File: config.mk
export PLATFORM = sky130hd
export DESIGN_NAME = keypad_code_entry_flat
export DESIGN_NICKNAME = d
export VERILOG_FILES = /design/src/rtl/keypad_if.sv /design/src/rtl/keypad_code_entry.sv /design/src/flat_wrapper.sv
export SDC_FILE = /design/constraint.sdc
export NUM_CORES = 1
export LEC_CHECK = 0
export ABC_AREA = 1
export CORE_MARGIN = 3
export CORE_UTILIZATION = 60
export CTS_BUF_LIST = sky130_fd_sc_hd__clkbuf_8 sky130_fd_sc_hd__clkbuf_16
export CTS_CLUSTER_DIAMETER = 80
export DETAILED_ROUTE_END_ITERATION = 6
export PLACE_DENSITY = 0.82
export SETUP_SLACK_MARGIN = 0.2
export SLEW_MARGIN = 20
export SYNTH_ARGS = -nofsm -noshare
export SYNTH_HDL_FRONTEND = slang
export SYNTH_SLANG_ARGS = --single-unit
File: constraint.sdc
create_clock -name clk -period 4.1 [get_ports clk]
set_input_delay 0.82 -clock clk [delete_from_list [all_inputs] [get_ports clk]]
set_output_delay 0.82 -clock clk [all_outputs]
set_load 0.03 [all_outputs]
File: src/rtl/keypad_if.sv
// Keystroke bus from the keypad scanner into the code-entry logic.
// key_value is meaningful only in cycles where key_valid is high.
interface keypad_if;
  logic       key_valid;
  logic [3:0] key_value;

  modport master (output key_valid, output key_value);
  modport slave  (input  key_valid, input  key_value);
endinterface

File: src/rtl/keypad_code_entry.sv
// Keypad digit collector: up to two decimal digits, committed on Enter as a 5-bit code.
// Optional lockout after repeated errors is enabled by defining KEYPAD_LOCKOUT_EN.
module keypad_code_entry #(
  parameter logic [4:0]  IDLE_CODE      = 5'd31,
  parameter int unsigned TIMEOUT_CYCLES = 1000,
  parameter int unsigned MAX_FAILS      = 3,
  parameter int unsigned LOCKOUT_CYCLES = 5000
) (
  input  logic       clk,
  input  logic       rst_n,
  keypad_if.slave    kp,
  output logic [4:0] code,
  output logic       code_valid,
  output logic       entry_active,
  output logic       err,
  output logic       locked
);

  // One timer serves both the inactivity timeout and the lockout period.
  localparam int unsigned TMAX1     = (LOCKOUT_CYCLES > TIMEOUT_CYCLES) ? LOCKOUT_CYCLES : TIMEOUT_CYCLES;
  localparam int unsigned TIMER_MAX = (MAX_FAILS > TMAX1) ? MAX_FAILS : TMAX1;
  localparam int unsigned TW        = (TIMER_MAX > 2) ? $clog2(TIMER_MAX) : 1;

  typedef enum logic [1:0] {
    S_IDLE,
    S_D1,
    S_D2
`ifdef KEYPAD_LOCKOUT_EN
    , S_LOCKED
`endif
  } state_t;

  state_t          state_q, state_d;
  logic [6:0]      acc_q, acc_d;
  logic [TW-1:0]   timer_q, timer_d;
  logic [4:0]      code_d;
  logic            cv_d, err_d, ea_d, done;
  logic            is_digit, is_clear, is_enter;

  assign is_digit = kp.key_valid && (kp.key_value <= 4'd9);
  assign is_clear = kp.key_valid && (kp.key_value == 4'd10);
  assign is_enter = kp.key_valid && (kp.key_value == 4'd11);

`ifdef KEYPAD_LOCKOUT_EN
  localparam int unsigned FW = (MAX_FAILS > 1) ? $clog2(MAX_FAILS + 1) : 1;
  logic [FW-1:0] fails_q, fails_d;
  logic          locked_d;
`endif

  always_comb begin
`ifdef KEYPAD_LOCKOUT_EN
    fails_d  = fails_q;
    locked_d = 1'b0;
`endif
    state_d = state_q;
    acc_d   = acc_q;
    timer_d = '0;
    code_d  = code;
    cv_d    = 1'b0;
    err_d   = 1'b0;
    done    = 1'b0;

    case (state_q)
      S_IDLE: begin
        if (is_digit) begin
          acc_d   = {3'b000, kp.key_value};
          state_d = S_D1;
        end
      end
      S_D1, S_D2: begin
        timer_d = kp.key_valid ? '0 : timer_q + TW'(1);
        if (is_digit) begin
          if (state_q == S_D1) begin
            acc_d   = acc_q * 7'd10 + {3'b000, kp.key_value};
            state_d = S_D2;
          end else begin
            err_d = 1'b1;
          end
        end else if (is_enter) begin
          if (acc_q <= 7'd31) begin
            code_d = acc_q[4:0];
            cv_d   = 1'b1;
          end else begin
            err_d = 1'b1;
          end
        end else if (is_clear) begin
          done = 1'b1;
        end else if (!kp.key_valid && (timer_q == TW'(TIMEOUT_CYCLES - 1))) begin
          err_d = 1'b1;
        end
      end
`ifdef KEYPAD_LOCKOUT_EN
      S_LOCKED: begin
        timer_d = timer_q + TW'(1);
        if (timer_q == TW'(LOCKOUT_CYCLES - 1)) begin
          timer_d = '0;
          state_d = S_IDLE;
        end
      end
`endif
      default: state_d = S_IDLE;
    endcase

    if (err_d || cv_d || done) begin
      state_d = S_IDLE;
      acc_d   = '0;
      timer_d = '0;
    end

`ifdef KEYPAD_LOCKOUT_EN
    if (cv_d || (is_clear && state_q != S_LOCKED))
      fails_d = '0;
    // The error that reaches the limit still pulses err, then diverts into lockout.
    if (err_d) begin
      if (fails_q == FW'(MAX_FAILS - 1)) begin
        state_d = S_LOCKED;
        fails_d = '0;
        timer_d = '0;
      end else begin
        fails_d = fails_q + FW'(1);
      end
    end
    locked_d = (state_d == S_LOCKED);
`endif

    ea_d = (state_d == S_D1) || (state_d == S_D2);
  end

  always_ff @(posedge clk or negedge rst_n) begin
    if (!rst_n) begin
      state_q      <= S_IDLE;
      acc_q        <= '0;
      timer_q      <= '0;
      code         <= IDLE_CODE;
      code_valid   <= 1'b0;
      err          <= 1'b0;
      entry_active <= 1'b0;
    end else begin
      state_q      <= state_d;
      acc_q        <= acc_d;
      timer_q      <= timer_d;
      code         <= code_d;
      code_valid   <= cv_d;
      err          <= err_d;
      entry_active <= ea_d;
    end
  end

`ifdef KEYPAD_LOCKOUT_EN
  always_ff @(posedge clk or negedge rst_n) begin
    if (!rst_n) begin
      fails_q <= '0;
      locked  <= 1'b0;
    end else begin
      fails_q <= fails_d;
      locked  <= locked_d;
    end
  end
`else
  assign locked = 1'b0;
`endif

endmodule

File: src/flat_wrapper.sv
// flat-port wrapper written by rule: the top's interface ports become plain ports
module keypad_code_entry_flat 
#(
  parameter logic [4:0]  IDLE_CODE      = 5'd31,
  parameter int unsigned TIMEOUT_CYCLES = 1000,
  parameter int unsigned MAX_FAILS      = 3,
  parameter int unsigned LOCKOUT_CYCLES = 5000
)
  (clk, rst_n, code, code_valid, entry_active, err, locked, kp_key_valid, kp_key_value);
  keypad_if kp_i ();
  input  logic clk;
  input  logic rst_n;
  output logic [4:0] code;
  output logic code_valid;
  output logic entry_active;
  output logic err;
  output logic locked;
  input wire logic [$bits(kp_i.key_valid)-1:0] kp_key_valid;
  input wire logic [$bits(kp_i.key_value)-1:0] kp_key_value;
  assign kp_i.key_valid = kp_key_valid;
  assign kp_i.key_value = kp_key_value;
  keypad_code_entry #(.IDLE_CODE(IDLE_CODE), .TIMEOUT_CYCLES(TIMEOUT_CYCLES), .MAX_FAILS(MAX_FAILS), .LOCKOUT_CYCLES(LOCKOUT_CYCLES)) u_core (.clk(clk), .rst_n(rst_n), .kp(kp_i), .code(code), .code_valid(code_valid), .entry_active(entry_active), .err(err), .locked(locked));
endmodule
==> flow_summary.ini <==
[detailed_routing]
drc = 0
first_iter_violations = 124
drt_wl_total_um = 4280
antenna_left = 0
vias_per_cell = 5.37
first_pass_iters = 4
vias = 1792
avgRoutedWirePerCell_um = 12.8

[final_layout]
area_delta_synth_final_pct = 12.1
mostFrequentLayoutCells = nand2_1 (74), inv_1 (39), nand3_1 (25), dfrtp_1 (25), nor2_1 (19)
layout_commonest_cell = nand2_1
nets = 311
final_layout_size_suffix_gt1_share_pct = 11.4
diodes = 0
stdcell_area_mm2 = 0.00233
fill_cells = 270
utilization_pct = 73.5

[worst_setup_path]
crit_type = primary input to flop
endpoint_kind = flop
crit_required_ps = 4270
cp_slowest_cell = clkdlybuf4s50_1
crit_start = kp_key_value[1]
path_common_cell = nand2_1
path_max_fanout = 4
cp_slowest_stage_delay_ps = 570
startpoint_type = primary input
cp.arrival_ps = 2680
path_cells = clkdlybuf4s50_1 -> ha_1 -> inv_1 -> fa_1 -> inv_1 -> nand3_1 -> o21ai_0 -> nand2_1 -> nand2_1 -> nor2_1 -> nand4_1 -> nand2_1
timing.rr.start = u_core.state_q[0]

[timing]
final.min_clock_period_ps = 2510
rsz0062_at_grt = false
max-slew-margin-rel_pct = 63.4
slew_viol_final = 0
hold_slack_ps = 467
clock.fmax_mhz = 398
worst_slew_pin_slew_ps = 549
setup_violations = 0
fin_crit_sh_pct = 61.3
tns_ps = 0
hold_viol = 0
skew_ps = 7.77

[synthesis]
seq_area_frac_synth_pct = 36.4
synth_flop_cell = dfrtp_1
ys_ff_latch = 30
avgSynthCellArea_um2 = 7.65
synth-edff-count = 0
synth_cells = 272
synthArstFlopShare_pct = 100
netlist_area_mm2 = 0.00208
syn_nets = 294
synth.distinct_cells = 34
yosysWarnings = 0

[clock_tree]
cts_tree = done
post_cts_buffers = 0
htreeDepth = 2
clk_path_buf_depth = 2
cts_resized = 0
clkTransAtPathRegs_ps = 60
ctsRootBufferMaster = clkbuf_8
numClockSinks = 30
holdBufCountCts = 0
clkLatencyLatePin_ps = 280
cts_inserted_buffers = 5

[placement]
dp_hpwl_um = 3170
routabilityCongestion = 0.795
port_buffers = 14
placed_area_mm2 = 0.00224

[floorplan]
die_y_um = 64.9
io_pins = 16
dieArea_mm2 = 0.00421
start_util_pct = 65.5
core_mm2 = 0.00318
fp-row-count = 20
fp.dieW_um = 64.9

[global_routing]
grt-ovfl-total = 0
grt_max_degree = 31
grt_pass1_wl_um = 7430
grt_pass1_vias = 1748
grt.total_usage_pct = 22.6
antenna_found_initial = 0

[pwr]
seq_power_share_pct = 29.3
powerDensity_mw_per_mm2 = 639
p_int_uw = 797
pwr-share-comb_pct = 54.2
power.switching_uw = 695
p_leak_uw = 0.00118
ir_drop_v = 0.000393
finalPower_uw = 1490
clock_power_share_pct = 16.4
netSwitchingFraction_pct = 46.6

[hold_path]
hold_path.class = flop to flop
min_from = u_core.code[4]

[outcome]
outcome = finished clean

[job]
cap_viol_max_count = 0
==> logic make-up after synthesis <==
kind of cell | share of synthesized area, %
AOI/OAI and AO/OA | 6.43
xor gates and xnor gates | 3.37
adders and majority gates | 9.74
buffers and inverters | 9.32
DFF | 36.4
other | 0.180
and+or+nand+nor | 34.6
==> flip-flops by register name, indices dropped and copies added (netlist names) <==
name                 count
u_core.code              5
u_core.code_valid        1
u_core.state_q           2
u_core.entry_active      1
u_core.err               1
u_core.acc_q             7
u_core.timer_q          13
==> cell usage after synthesis, types with 5 or more instances <==
master / number / share of area [%]
nand4_1: 11 / 3.3
o21ai_0: 6 / 1.4
nor3_1: 10 / 2.4
inv_1: 38 / 6.9
dfrtp_1: 25 / 30
ha_1: 13 / 7.8
nor2_1: 19 / 3.4
nor2_2: 5 / 1.5
nand3_1: 25 / 6.0
nand2_1: 74 / 13
xor2_1: 5 / 2.1
dfstp_2: 5 / 6.3
==> path summary, 6_finish.rpt <==
check	to	slack, ps	cells past startpoint
worst min register to register	u_core.code[4]	470	2
max in group asynchronous	u_core.code[2]	2850	2
min in group asynchronous	u_core.timer_q[0]	930	2
worst max-delay path	u_core.acc_q[5]	1590	12
worst max register to register	u_core.timer_q[7]	1790	8
worst min-delay path	u_core.code[4]	470	2
==> power groups by stage <==
stage	logic [uW]	registers (uW)	clock network, uW
floorplan	582	475	0
global placement	795	442	0
detailed placement	803	441	0
CTS	811	437	246
global route	920	446	257
finish	809	438	245
==> routing by layer <==
metal / routed length, um / global-route usage (%)
met1: 1940 / 28.1
met2: 2110 / 39.2
met3: 171 / 4.16
met4: 55 / 7.65
met5: 0 / 0
==> through the flow <==
step	worst slack (ps)	std cells
5_1_grt	1460	334
2_1_floorplan	2060	272
3_3_place_gp	1360	326
6_report	1590	334
3_5_place_dp	1320	326
4_1_cts	1600	334
==> worst max-delay path: cells and delay by family <==
family,cells,cell delay [ps]
simple gates,6,400
compound gates,1,90
buf+inv,3,710
fa+ha+maj,2,660
==> cell type report <==
type                    instances  area (um2)  share of cell area, %
multi-input cells             197        1130                   48.4
flip-flops and latches         30         757                   32.4
inverters                      40         153                   6.54
repair buffers                 15         148                   6.32
clock buffers                   6        82.6                   3.54
well taps                      44        55.1                   2.36
clock inverters                 2        8.76                  0.375
Power figures use the tool's default switching activity.
